## src/rtl/trng_pkg.sv

```systemverilog
// Shared types and constants for the TRNG consumer: collector state encoding,
// word/result widths and the P-256 field prime used by rejection sampling.
package trng_pkg;

    localparam int WORD_W = 32;
    localparam int RND_W  = 256;
    localparam int WORDS  = RND_W / WORD_W;

    localparam logic [RND_W-1:0] P256 =
        256'hffffffff00000001000000000000000000000000ffffffffffffffffffffffff;

    typedef enum logic [2:0] {
        IDLE    = 3'd0,
        START   = 3'd1,
        WAIT    = 3'd2,
        READ    = 3'd3,
        CAPTURE = 3'd4,
        CHECK   = 3'd5,
        DONE    = 3'd6
    } trng_col_state_t;

endpackage

```

## src/rtl/trng_lt_cmp.sv

```systemverilog
// Combinational unsigned a < b comparator; the collector uses it to screen
// candidate values against the field prime when rejection sampling is built in.
module trng_lt_cmp #(
    parameter int W = 256
) (
    input  logic [W-1:0] a,
    input  logic [W-1:0] b,
    output logic         lt
);

    // Strict unsigned comparison, so a == b reports not-less-than.
    always_comb begin
        lt = 1'b0;
        if (a < b) begin
            lt = 1'b1;
        end else begin
            lt = 1'b0;
        end
    end

endmodule

```

## src/rtl/trng_collector.sv

```systemverilog
// Collects eight TRNG words into one MSB-first 256-bit value and offers it on valid/ready.
// Optional feature macro TRNG_REJECT_EN: only deliver values strictly below P-256.
module trng_collector
    import trng_pkg::*;
#(
    parameter int TIMEOUT = 1024
) (
    input  logic              clk,
    input  logic              rst,
    input  logic              req,
    output logic              trng_en,
    output logic              trng_rd_en,
    output logic              trng_addr,
    input  logic [WORD_W-1:0] trng_out,
    input  logic              trng_rdy,
    output logic [RND_W-1:0]  rnd_data,
    output logic              rnd_valid,
    input  logic              rnd_ready,
    output logic              busy,
    output logic              err
);

    localparam int                CNT_W     = $clog2(WORDS);
    localparam int                TMO_W     = $clog2(TIMEOUT) + 1;
    localparam logic [CNT_W-1:0]  LAST_WORD = CNT_W'(WORDS - 1);
    localparam logic [TMO_W-1:0]  TMO_LAST  = TMO_W'(TIMEOUT - 1);
    localparam logic [TMO_W-1:0]  TMO_MAX   = {TMO_W{1'b1}};

    trng_col_state_t    state_r;
    trng_col_state_t    state_s;
    logic               timeout_s;
    logic [CNT_W-1:0]   word_cnt_r;
    logic [TMO_W-1:0]   tmo_cnt_r;
    logic [RND_W-1:0]   acc_r;
    logic               trng_en_r;
    logic               trng_rd_en_r;
    logic               rnd_valid_r;
    logic               busy_r;
    logic               err_r;

`ifdef TRNG_REJECT_EN
    logic               lt_s;
    logic [15:0]        rej_cnt_r;

    trng_lt_cmp #(.W(RND_W)) u_lt_cmp (
        .a  (acc_r),
        .b  (P256),
        .lt (lt_s)
    );

    // Count discarded candidates, saturating at the top of the 16-bit range.
    always_ff @(posedge clk) begin
        if (rst) begin
            rej_cnt_r <= 16'd0;
        end else if ((state_r == CHECK) && !lt_s && (rej_cnt_r != 16'hFFFF)) begin
            rej_cnt_r <= rej_cnt_r + 16'd1;
        end else begin
            rej_cnt_r <= rej_cnt_r;
        end
    end
`endif

    // Next-state decode; the first WAIT cycle ignores rdy because the TRNG drops it one cycle late.
    always_comb begin
        state_s   = state_r;
        timeout_s = 1'b0;
        case (state_r)
            IDLE: begin
                if (req && trng_rdy) begin
                    state_s = START;
                end else begin
                    state_s = IDLE;
                end
            end
            START:   state_s = WAIT;
            WAIT: begin
                if ((tmo_cnt_r != {TMO_W{1'b0}}) && trng_rdy) begin
                    state_s = READ;
                end else if (tmo_cnt_r == TMO_LAST) begin
                    state_s   = IDLE;
                    timeout_s = 1'b1;
                end else begin
                    state_s = WAIT;
                end
            end
            READ:    state_s = CAPTURE;
            CAPTURE: begin
                if (word_cnt_r == LAST_WORD) begin
                    state_s = CHECK;
                end else begin
                    state_s = START;
                end
            end
            CHECK: begin
`ifdef TRNG_REJECT_EN
                if (lt_s) begin
                    state_s = DONE;
                end else begin
                    state_s = START;
                end
`else
                state_s = DONE;
`endif
            end
            DONE: begin
                if (rnd_ready) begin
                    state_s = IDLE;
                end else begin
                    state_s = DONE;
                end
            end
            default: state_s = IDLE;
        endcase
    end

    // State, counters, accumulator and outputs decoded from the next state so pins stay registered.
    always_ff @(posedge clk) begin
        if (rst) begin
            state_r      <= IDLE;
            word_cnt_r   <= {CNT_W{1'b0}};
            tmo_cnt_r    <= {TMO_W{1'b0}};
            acc_r        <= {RND_W{1'b0}};
            trng_en_r    <= 1'b0;
            trng_rd_en_r <= 1'b0;
            rnd_valid_r  <= 1'b0;
            busy_r       <= 1'b0;
            err_r        <= 1'b0;
        end else begin
            state_r      <= state_s;
            trng_en_r    <= (state_s == START);
            trng_rd_en_r <= (state_s == READ);
            rnd_valid_r  <= (state_s == DONE);
            busy_r       <= (state_s != IDLE);
            err_r        <= timeout_s;

            if (state_r == START) begin
                tmo_cnt_r <= {TMO_W{1'b0}};
            end else if ((state_r == WAIT) && (tmo_cnt_r != TMO_MAX)) begin
                tmo_cnt_r <= tmo_cnt_r + {{(TMO_W-1){1'b0}}, 1'b1};
            end else begin
                tmo_cnt_r <= tmo_cnt_r;
            end

            // An aborted collection must not leave a partial word count behind.
            if (timeout_s) begin
                word_cnt_r <= {CNT_W{1'b0}};
            end else if (state_r == CAPTURE) begin
                if (word_cnt_r == LAST_WORD) begin
                    word_cnt_r <= {CNT_W{1'b0}};
                end else begin
                    word_cnt_r <= word_cnt_r + {{(CNT_W-1){1'b0}}, 1'b1};
                end
            end else begin
                word_cnt_r <= word_cnt_r;
            end

            if (state_r == CAPTURE) begin
                acc_r <= {acc_r[RND_W-WORD_W-1:0], trng_out};
            end else begin
                acc_r <= acc_r;
            end
        end
    end

    assign trng_en    = trng_en_r;
    assign trng_rd_en = trng_rd_en_r;
    assign trng_addr  = 1'b0;
    assign rnd_data   = acc_r;
    assign rnd_valid  = rnd_valid_r;
    assign busy       = busy_r;
    assign err        = err_r;

endmodule

```

## config.mk

```make
export PLATFORM = sky130hd
export DESIGN_NAME = trng_collector
export DESIGN_NICKNAME = d
export VERILOG_FILES = /design/src/rtl/trng_pkg.sv /design/src/rtl/trng_lt_cmp.sv /design/src/rtl/trng_collector.sv
export SDC_FILE = /design/constraint.sdc
export NUM_CORES = 1
export LEC_CHECK = 0
export CORE_MARGIN = 4
export CORE_UTILIZATION = 41
export DETAILED_ROUTE_END_ITERATION = 8
export PLACE_DENSITY_LB_ADDON = 0.3
export SLEW_MARGIN = 30
export SYNTH_ARGS = -nofsm -noshare
export SYNTH_HDL_FRONTEND = slang
export SYNTH_SLANG_ARGS = --single-unit
```

## constraint.sdc

```tcl
create_clock -name clk -period 3.25 [get_ports clk]
set_input_delay 0.65 -clock clk [delete_from_list [all_inputs] [get_ports clk]]
set_output_delay 0.65 -clock clk [all_outputs]
set_load 0.05 [all_outputs]
```

==> results.py <==
metrics = {
    "run_status": {
        "status": "complete, no violations",
    },
    "global_route": {
        "top_usage_layer": "met2",
        "grt_overflow_total": 0,
        "antenna_found_initial": 0,
        "use_met2_pct": 30.11,
        "grt_pass1_vias": 8107,
        "use_met1_pct": 27.13,
        "grt_pass1_wl_um": 43480,
        "grtUsageMet3_pct": 6.201,
        "grt_start_max_net_pins": 143,
        "grt_usage_pct": 19.65,
    },
    "yosys": {
        "syn_inst": 1250,
        "async_flop_share_pct": 0,
        "synth-simple-area-share_pct": 22.89,
        "synth_compound_area_share_pct": 15.42,
        "synthTopCellsByArea": "dfxtp_1 57%, nand2_1 20%, a21oi_1 14%",
        "synth_edf_count": 0,
        "synth.avg_cell_area_sq_um": 7.870,
        "yosys_warnings": 0,
        "yosys.area.top_type": "dfxtp_1",
        "synthesis.area_sq_um": 9837,
        "synth_xor_area_share_pct": 0.08904,
        "yosys_most_used_dff": "dfxtp_1",
        "synth_top_area_share_pct": 56.58,
        "ys_seq_area_share_pct": 56.58,
        "synth_cell_types": 42,
        "synth-seq-cells": 278,
        "synth_top_family_by_area": "simple AND/OR/NAND/NOR gates",
        "synth_fa_ha_area_share_pct": 0.5088,
        "synth_fp_nets": 1291,
        "synthMuxAreaShare_pct": 0.1145,
        "synthTopCellsByCount": "526 x nand2_1, 278 x dfxtp_1, 271 x a21oi_1",
        "yosysMostFrequentCell": "nand2_1",
    },
    "timing": {
        "finClkSkew_ns": 0.02482,
        "setup_tns_ns": 0,
        "finalCritPeriodShare_pct": 77.17,
        "min_period_ns": 2.508,
        "setup_viol": 0,
        "max_freq_mhz": 398.7,
        "whs_ns": 0.4453,
        "slew_violations": 0,
        "hold_viol_final": 0,
        "max-slew-margin-rel_pct": 36.58,
        "grt_setup_unrepaired": "no",
        "tightest_slew_ns": 0.9513,
    },
    "setup_path": {
        "cp_max_fo": 3,
        "critical_path.startpoint_type": "flop",
        "crit_family": "buffers and inverters",
        "endpoint": "rnd_data[156]",
        "criticalPathCategory": "reg2out",
        "worstRegToRegCells": 4,
        "critPathRequiredTime_ns": 2.60,
        "crit_chain": "clkdlybuf4s50_1",
        "startpoint": "rnd_data[156]",
        "path_buf_inv": 1,
        "arrival_ns": 1.86,
        "cp-end-kind": "output pin",
        "max_stage_delay_ns": 0.87,
        "critPathSlowestCell": "clkdlybuf4s50_1",
        "rr_endpoint": "rnd_data[233]",
        "critical_path_depth": 1,
        "r2r_start": "state_r[0]",
        "reg2reg_slack_ns": 0.99,
    },
    "clocking": {
        "ctsResizeCount": 0,
        "clockBufferDepth": 3,
        "htree_levels": 1,
        "clockRootBuffer": "clkbuf_16",
        "clk_latency_ns": 0.54,
        "cts_sinks": 278,
        "cts_tree": "built",
        "hold_buffers": 0,
        "cts_setup_buffers": 0,
        "cts_made_buffers": 29,
        "path_clk_slew_ns": 0.06,
    },
    "placed_design": {
        "post-dp-hpwl_um": 18160,
        "gp_congestion": 0.7977,
        "port_buffers": 297,
    },
    "floorplan": {
        "num_rows": 56,
        "die_y_um": 162.9,
        "die-area_sq_um": 26530,
        "start_util_pct": 41.78,
        "coreArea_sq_um": 23540,
        "die_w_um": 162.9,
        "io_pins": 299,
    },
    "detailed_routing": {
        "finalWirelength_um": 27700,
        "firstDrtPassIters": 5,
        "first_iter_violations": 772,
        "remaining_drc_errors": 0,
        "routedWlPerCell_um": 15.15,
        "vias": 8920,
        "ant_nets": 0,
        "routed_via_density": 4.877,
    },
    "min_path": {
        "hold_path_class": "reg2reg",
    },
    "power": {
        "irDropWorstVdd_uv": 359.0,
        "power.leakage_nw": 4.457,
        "power_density_nw_per_um2": 487.1,
    },
    "cells_and_area": {
        "diodes": 0,
        "drive_gt1_share_pct": 3.775,
        "fin_nets": 1531,
        "syn2layout_area_growth_pct": 40.96,
    },
    "run": {
        "maxCapViolCount": 0,
    },
}
## stage by stage
stage                     total power, W  setup WS, ns  util [%]  cells  cell area (sq um)
after floorplan                 0.003592         1.568         -   1250               9837
after global placement          0.003663         1.121     55.06   1778              12960
after detailed placement        0.003663         1.040     55.06   1778              12960
after CTS                       0.006844        0.6756     58.90   1829              13870
after global routing            0.007006        0.6533     58.90   1829              13870
final                           0.006753        0.7420     58.90   1829              13870
## layer usage
layer / wire length (um) / up-vias
li1: - / 4540
met1: 11940 / 4053
met2: 12520 / 281
met3: 2555 / 46
met4: 682 / 0
met5: 0 / -
## cell families after synthesis
kind of cell               count (synthesis)
and+or+nand+nor                          570
AOI/OAI and AO/OA                        292
DFF                                      278
buffers and inverters                    103
adders and majority gates                  4
other                                      1
xor gates and xnor gates                   1
muxes                                      1
## area by class of cell
type	instances	area, sq um
inverters	8	30.03
clock buffers	38	779.5
clock inverters	13	123.9
well taps	319	399.1
flip-flops and latches	278	5565
multi-input cells	869	3851
fillers	2188	9677
repair buffers	304	3117
## power breakdown
group          internal (W)  switching, W
clock               0.00184       0.00133
combinational     0.0000638      0.000102
sequential          0.00341    0.00000842
total               0.00532       0.00144
## worst min path at each step
stage,start,endpoint,slack [ns],depth (start not counted)
finish,rnd_data[129],rnd_data[161],0.45,2
global route,rnd_data[246],rnd_data[246],0.47,2
floorplan,word_cnt_r[1],word_cnt_r[1],0.44,2
global placement,rnd_data[252],rnd_data[252],0.44,2
detailed placement,rnd_data[249],rnd_data[249],0.45,2
CTS,rnd_data[129],rnd_data[161],0.45,2
## flip-flops by register name, indices dropped and copies added, names as in the netlist
name	count
busy	1
word_cnt_r	3
state_r	3
tmo_cnt_r	11
err	1
rnd_valid	1
rnd_data	256
trng_en	1
trng_rd_en	1
## placed cells by master, fill, tap and decap left out, types with 3 or more instances in the layout
cell type        count
a21oi_1            271
nor3b_1              3
nand3_1              4
clkbuf_8             3
o21ai_0              5
clkinv_2             8
clkbuf_1             7
inv_1                8
or3_1                4
ha_1                 4
buf_12               7
dfxtp_1            278
nor2_1               8
clkdlybuf4s50_1    296
nor2b_1              4
nand4_1              3
nor3_1               7
clkbuf_16           29
nand2_1            526
a21o_1               3
Note: power is estimated with default switching activity, not from simulation.
